`src/rtl/int_accept_seq_pkg.sv`:
```
// Shared CPU package: interrupt-entry sequencer state encoding and constants.
// Included by the core and by int_accept_seq.
package int_accept_seq_pkg;

    typedef enum logic [2:0] {
        IAS_IDLE,
        IAS_VFETCH,
        IAS_PUSH_SR,
        IAS_PUSH_PC,
        IAS_RD_VEC,
        IAS_DONE
    } IntSeqState_t;

    localparam logic [3:0] NMI_LEVEL = 4'hF;

    function automatic logic [31:0] vec_table_addr(
        input logic [31:0] vbr,
        input logic [7:0]  vec,
        input int          shift
    );
        return vbr + (32'(vec) << shift);
    endfunction

endpackage

```
`src/rtl/int_accept_seq.sv`:
```
// SH-2 style interrupt entry sequencer: accept, vector fetch, push SR/PC,
// read vector table, hand new PC/SP/IMASK to the core.
module int_accept_seq
    import int_accept_seq_pkg::*;
#(
    parameter int VEC_SHIFT = 2,
    parameter int STK_STEP  = 4
) (
    input  logic        CLK,
    input  logic        RST_N,
    input  logic        CE_R,
    input  logic        CE_F,
    input  logic        INT_REQ,
    input  logic [3:0]  INT_LVL,
    input  logic [7:0]  INT_VEC,
    input  logic [3:0]  INT_MASK,
    input  logic        INST_BND,
    input  logic [31:0] VBR,
    input  logic [31:0] SP_IN,
    input  logic [31:0] SR_IN,
    input  logic [31:0] PC_IN,
    output logic        INT_ACP,
    output logic        INT_ACK,
    output logic        VECT_REQ,
    input  logic        VECT_WAIT,
    output logic [31:0] MEM_A,
    output logic [31:0] MEM_DO,
    input  logic [31:0] MEM_DI,
    output logic        MEM_WE,
    output logic        MEM_REQ,
    input  logic        MEM_BUSY,
    output logic [31:0] NEW_PC,
    output logic [31:0] NEW_SP,
    output logic [3:0]  NEW_IMASK,
    output logic        DONE
);

    IntSeqState_t r_state;
    logic [31:0]  r_sp;
    logic [31:0]  r_sr;
    logic [31:0]  r_pc;
    logic [7:0]   r_vec;
    logic         r_vok;

    logic w_accept;
    logic w_bus_done;

    // NMI arrives as level 15 and must win even against a mask of 15.
    assign w_accept = INT_REQ && INST_BND &&
                      ((INT_LVL > INT_MASK) || (INT_LVL == NMI_LEVEL));

    assign w_bus_done = MEM_REQ && !MEM_BUSY;

    always_comb begin
        MEM_A   = '0;
        MEM_DO  = '0;
        MEM_WE  = 1'b0;
        MEM_REQ = 1'b0;
        unique case (r_state)
            IAS_PUSH_SR: begin
                MEM_A   = r_sp - 32'(STK_STEP);
                MEM_DO  = r_sr;
                MEM_WE  = 1'b1;
                MEM_REQ = 1'b1;
            end
            IAS_PUSH_PC: begin
                MEM_A   = r_sp - 32'(2 * STK_STEP);
                MEM_DO  = r_pc;
                MEM_WE  = 1'b1;
                MEM_REQ = 1'b1;
            end
            IAS_RD_VEC: begin
                MEM_A   = vec_table_addr(VBR, r_vec, VEC_SHIFT);
                MEM_REQ = 1'b1;
            end
            default: ;
        endcase
    end

    always_ff @(posedge CLK or negedge RST_N) begin
        if (!RST_N) begin
            r_state   <= IAS_IDLE;
            r_sp      <= '0;
            r_sr      <= '0;
            r_pc      <= '0;
            r_vec     <= '0;
            r_vok     <= 1'b0;
            INT_ACP   <= 1'b0;
            INT_ACK   <= 1'b0;
            VECT_REQ  <= 1'b0;
            NEW_PC    <= '0;
            NEW_SP    <= '0;
            NEW_IMASK <= '0;
            DONE      <= 1'b0;
        end else begin
            // Vector-ready is sampled on the falling phase, consumed on the rising.
            if (CE_F && r_state == IAS_VFETCH && !VECT_WAIT)
                r_vok <= 1'b1;
            if (CE_R) begin
                INT_ACK <= 1'b0;
                DONE    <= 1'b0;
                unique case (r_state)
                    IAS_IDLE: begin
                        if (w_accept) begin
                            r_sp      <= SP_IN;
                            r_sr      <= SR_IN;
                            r_pc      <= PC_IN;
                            NEW_IMASK <= INT_LVL;
                            NEW_SP    <= SP_IN - 32'(2 * STK_STEP);
                            INT_ACP   <= 1'b1;
                            VECT_REQ  <= 1'b1;
                            r_vok     <= 1'b0;
                            r_state   <= IAS_VFETCH;
                        end
                    end
                    IAS_VFETCH: begin
                        if (r_vok) begin
                            r_vec    <= INT_VEC;
                            INT_ACK  <= 1'b1;
                            VECT_REQ <= 1'b0;
                            r_vok    <= 1'b0;
                            r_state  <= IAS_PUSH_SR;
                        end
                    end
                    IAS_PUSH_SR: begin
                        if (w_bus_done)
                            r_state <= IAS_PUSH_PC;
                    end
                    IAS_PUSH_PC: begin
                        if (w_bus_done)
                            r_state <= IAS_RD_VEC;
                    end
                    IAS_RD_VEC: begin
                        if (w_bus_done) begin
                            NEW_PC  <= MEM_DI;
                            DONE    <= 1'b1;
                            r_state <= IAS_DONE;
                        end
                    end
                    IAS_DONE: begin
                        INT_ACP <= 1'b0;
                        r_state <= IAS_IDLE;
                    end
                    default: r_state <= IAS_IDLE;
                endcase
            end
        end
    end

endmodule
```
`config.mk`:
```
export PLATFORM = sky130hd
export DESIGN_NAME = int_accept_seq
export DESIGN_NICKNAME = d
export VERILOG_FILES = /design/src/rtl/int_accept_seq_pkg.sv /design/src/rtl/int_accept_seq.sv
export SDC_FILE = /design/constraint.sdc
export NUM_CORES = 1
export LEC_CHECK = 0
export BUFFER_PORTS_ARGS = -buffer_cell sky130_fd_sc_hd__buf_4
export CORE_ASPECT_RATIO = 2
export CORE_MARGIN = 2
export CORE_UTILIZATION = 46
export DETAILED_ROUTE_END_ITERATION = 6
export PLACE_DENSITY = 0.77
export SLEW_MARGIN = 15
export SYNTH_ARGS = -nofsm -noshare
export SYNTH_HDL_FRONTEND = slang
export SYNTH_SLANG_ARGS = --single-unit
export TNS_END_PERCENT = 20
```
`constraint.sdc`:
```
create_clock -name CLK -period 2.15 [get_ports CLK]
set_input_delay 0 -clock CLK [delete_from_list [all_inputs] [get_ports CLK]]
set_output_delay 0 -clock CLK [all_outputs]
set_load 0.005 [all_outputs]
```
==> impl_metrics.yaml <==
outcome:
  outcome: "finished with violations"
  violations_in_the_final_reports: "negative setup slack"
detailed_routing:
  routed_wirelength_mm: 33.1
  drc: 0
  vias: 8949
  routed_via_density: 5.48
  drt-initial-drc-count: 456
  drtAntennaViolNets: 0
  routedWlPerCell_microns: 20.3
  dr.pass1.iters: 5
yosys:
  muxShareOfSynthArea_pct: 23.7
  post_synth_num_cell_types: 52
  synth_xor_xnor_area_share_pct: 7.22
  yosys.area_share.simple_pct: 11.5
  mappedNetlistArea_sq_um: 9460
  synth_seq_cells: 177
  dominant_combinational_cell_family_by_area_after_synthesis: "multiplexers"
  synthesized_area_fraction_occupied_by_ao_oa_aoi_and_oai_cells_pct: 6.03
  synth-warning-count: 0
  syn_avg_cell_area_sq_um: 11.4
  postSynth.topFlopCell: "sky130_fd_sc_hd__dfrtp_1"
  synth_sequential_area_ratio_pct: 46.8
  synth_adder_area_share_pct: 2.19
  syn_inst: 828
  mappedNetlistNets: 1028
  ys_async_sr_fraction_pct: 100
  synth_edf_count: 0
place:
  placedCellCount: 1421
  port_buffers: 321
  hpwl_mm: 21.8
  placement.setup.worst_slack_ns: -0.201
  standard_cell_area_after_detailed_placement_sq_um: 12500
  finalWeightedCongestion: 0.955
pwr:
  total_leakage_power_nw: 7.04
  fin_total_pwr_mw: 18.0
  vdd_drop_max_mv: 0.855
  p_per_area_nw_per_um2: 1170
clock_network:
  cts_root_buf: "sky130_fd_sc_hd__clkbuf_16"
  latest_clock_arrival_within_the_worst_skew_pair_ns: 0.44
  clk_pin_slew_ns: 0.08
  clock_path_buffers: 2
  htree_levels: 4
  clock_sinks: 177
  tritoncts: "done"
  tritoncts.num_buffers: 17
worst_setup_path:
  cp_max_fo: 5
  critPathMaxStageDelay_ns: 0.54
  reg2reg_from: "r_state[1]$_DFFE_PN0P_"
  worstSetupStartpointType: "register"
  setup.reg_to_reg.worst_slack_ns: 0.23
  worstPathBufferInverterCount: 2
  worstSetupStartpoint: "r_sp[16]$_DFFE_PN0P_"
  path_common_cell: "sky130_fd_sc_hd__or4_4"
  critPathSlowestCell: "sky130_fd_sc_hd__or4_4"
  cp-end-kind: "output port"
  crit_path_cell_trace: "or4_4 > or4_4 > buf_6 > nor4b_4 > xnor2_1 > o22ai_1 > buf_4"
  timing_worst_setup_path_type: "register to output port"
  worst_ep_required_time_ns: 2.15
  worstPathArrival_ns: 2.69
  worst_path_dominant_cell_family: "simple AND/OR/NAND/NOR gates"
sta:
  final_period_minus_worst_setup_slack_ns: 2.69
  timing.slew.headroom_pct: 55.2
  hold_viol_final: 0
  max_freq_mhz: 371
  setup-tns-final_ns: -8.84
  finalSetupViolations: 29
  rsz0062_at_grt: "true"
  finalClockSkew_ns: 0.00992
  post-route-period-util_pct: 125
  setup_slack_ns: -0.544
  max_slew.worst_pin.slew_ns: 0.666
  timing.hold.ws_ns: 0.0608
  report.final.slew_viol_count: 0
die:
  die_w_microns: 105
  row_count: 74
  initial_core_util_pct: 46.7
  num_io_pins: 322
  design.core.area_sq_um: 20300
  die_h_microns: 207
  floorplan.die_area_sq_um: 21800
cells_and_area:
  diodes: 0
  finish.net_count: 1555
  finish.utilization_pct: 75.7
  final_cells: 1634
  design_area_sq_um: 15400
  nFillCells: 1252
  area_delta_synth_final_pct: 62.3
  multi_input_comb_area_sq_um: 5310
  ff_latch_area_sq_um: 4430
  drive_gt1_share_pct: 49.2
global_route:
  overflow: 0
  grt_pass1_wl_mm: 49.2
  grt_use_total_pct: 29.2
  number_of_antenna_violations_at_the_first_check_in_global_routing: 0
  grt_max_degree: 63
  grt_pass1_vias: 9396
flow_run:
  maxCapViolCount: 0
min_path:
  worst_hold_path_type: "input pin to asynchronous set/reset pin"
==> flip-flops by register name, summed over array words and instances (netlist names) <==
register / count
r_state: 3
NEW_SP: 32
r_vec: 8
NEW_PC: 32
r_sr: 32
INT_ACK: 1
DONE: 1
r_vok: 1
VECT_REQ: 1
INT_ACP: 1
r_sp: 29
NEW_IMASK: 4
r_pc: 32
==> cells in the final DEF, fill, tap and decap left out, types with 5 or more instances in the layout <==
master                          instances
sky130_fd_sc_hd__nor4_4                 9
sky130_fd_sc_hd__nor2_1                57
sky130_fd_sc_hd__inv_6                  5
sky130_fd_sc_hd__nand4_1               15
sky130_fd_sc_hd__ha_4                   7
sky130_fd_sc_hd__dlygate4sd3_1        145
sky130_fd_sc_hd__o211ai_1               8
sky130_fd_sc_hd__nand2_1               24
sky130_fd_sc_hd__xor2_1                34
sky130_fd_sc_hd__nand3_1               10
sky130_fd_sc_hd__mux2_2               166
sky130_fd_sc_hd__dfrtp_1              176
sky130_fd_sc_hd__nor4_1                11
sky130_fd_sc_hd__o21ai_0               14
sky130_fd_sc_hd__xnor2_1               40
sky130_fd_sc_hd__mux2i_1               37
sky130_fd_sc_hd__buf_6                  8
sky130_fd_sc_hd__a21oi_1                6
sky130_fd_sc_hd__buf_4                386
sky130_fd_sc_hd__nor3_1                16
sky130_fd_sc_hd__buf_12                10
sky130_fd_sc_hd__clkbuf_16             17
sky130_fd_sc_hd__o22ai_1               25
sky130_fd_sc_hd__nand2b_1               7
sky130_fd_sc_hd__ha_1                   7
sky130_fd_sc_hd__inv_1                 15
==> kinds of logic (layout without fill, tap and decap cells) <==
group	after synthesis	after routing
AOI/OAI and AO/OA	88	88
xor gates and xnor gates	78	78
adders and majority gates	16	16
buffers and inverters	60	599
DFF	177	177
muxes	203	203
and+or+nand+nor	206	207
==> layer usage <==
metal | routed length [microns] | vias up | GRT usage [%] | share of wire [%]
met4 | 1580 | 0 | 15.4 | 4.8
met1 | 11100 | 4445 | 28.6 | 33
met5 | 0 | - | 0 | 0
li1 | - | 4063 | - | -
met2 | 18500 | 347 | 55.6 | 56
met3 | 1930 | 94 | 7.35 | 5.8
==> final cells by class <==
| cell class | instances | share of cell area [%] |
|---|---|---|
| Multi-Input combinational cell | 592 | 34.6 |
| Timing Repair Buffer | 550 | 30.3 |
| Sequential cell | 177 | 28.9 |
| Clock buffer | 17 | 2.77 |
| Tap cell | 266 | 2.17 |
| Clock inverter | 15 | 0.913 |
| Inverter | 17 | 0.416 |
==> power by group <==
part           leakage [nW]  internal (mW)  switching, mW
combinational          4.54           4.95           3.90
clock                 0.279           1.54           1.48
sequential             2.22           4.92           1.24
==> worst register-to-register path: stages, from the launching register on <==
cell and delay (ns):
sky130_fd_sc_hd__dfrtp_1 0.47, sky130_fd_sc_hd__nor2_1 0.28, sky130_fd_sc_hd__and4_4 0.42, sky130_fd_sc_hd__buf_12 0.24, sky130_fd_sc_hd__mux2_2 0.39
==> timing repair <==
item,4_1_cts,5_1_grt
gates resized for setup,40,65
pin swaps,11,31
endpoints found under the setup margin,25,147
buffers inserted,5,29
endpoints found under the hold margin,353,0
hold buffers,145,0
cloned,0,2
==> cells in the mapped netlist, types with 5 or more instances <==
| cell type | count | area share, % |
|---|---|---|
| sky130_fd_sc_hd__dfrtp_1 | 177 | 47 |
| sky130_fd_sc_hd__nand2_1 | 26 | 1.0 |
| sky130_fd_sc_hd__inv_1 | 17 | 0.67 |
| sky130_fd_sc_hd__or4_1 | 6 | 0.48 |
| sky130_fd_sc_hd__buf_2 | 9 | 0.48 |
| sky130_fd_sc_hd__xor2_1 | 34 | 3.1 |
| sky130_fd_sc_hd__clkbuf_1 | 27 | 1.1 |
| sky130_fd_sc_hd__ha_1 | 15 | 2.0 |
| sky130_fd_sc_hd__nor3_1 | 20 | 1.1 |
| sky130_fd_sc_hd__nor4_1 | 24 | 1.6 |
| sky130_fd_sc_hd__xnor2_1 | 44 | 4.1 |
| sky130_fd_sc_hd__nor2_1 | 61 | 2.4 |
| sky130_fd_sc_hd__mux2_2 | 166 | 20 |
| sky130_fd_sc_hd__a211oi_1 | 6 | 0.48 |
| sky130_fd_sc_hd__o22ai_1 | 25 | 1.7 |
| sky130_fd_sc_hd__nand3_1 | 12 | 0.63 |
| sky130_fd_sc_hd__nand2b_1 | 8 | 0.53 |
| sky130_fd_sc_hd__o21ai_0 | 19 | 1.0 |
| sky130_fd_sc_hd__mux2i_1 | 37 | 3.9 |
| sky130_fd_sc_hd__nand4_1 | 15 | 0.99 |
| sky130_fd_sc_hd__nor2b_1 | 5 | 0.33 |
| sky130_fd_sc_hd__and2_1 | 5 | 0.33 |
| sky130_fd_sc_hd__o211ai_1 | 8 | 0.63 |
| sky130_fd_sc_hd__a21oi_1 | 11 | 0.58 |
==> final timing paths <==
check                                               to  cells past startpoint
worst max-delay path                         MEM_A[29]                      7
min in group CLK                              MEM_A[1]                      3
worst min-delay path            NEW_PC[12]$_DFFE_PN0P_                      2
worst max register to register  NEW_SP[16]$_DFFE_PN0P_                      4
max in group asynchronous       NEW_SP[18]$_DFFE_PN0P_                      3
worst min register to register   NEW_SP[3]$_DFFE_PN0P_                      1
(Power assumes the default switching activity.)
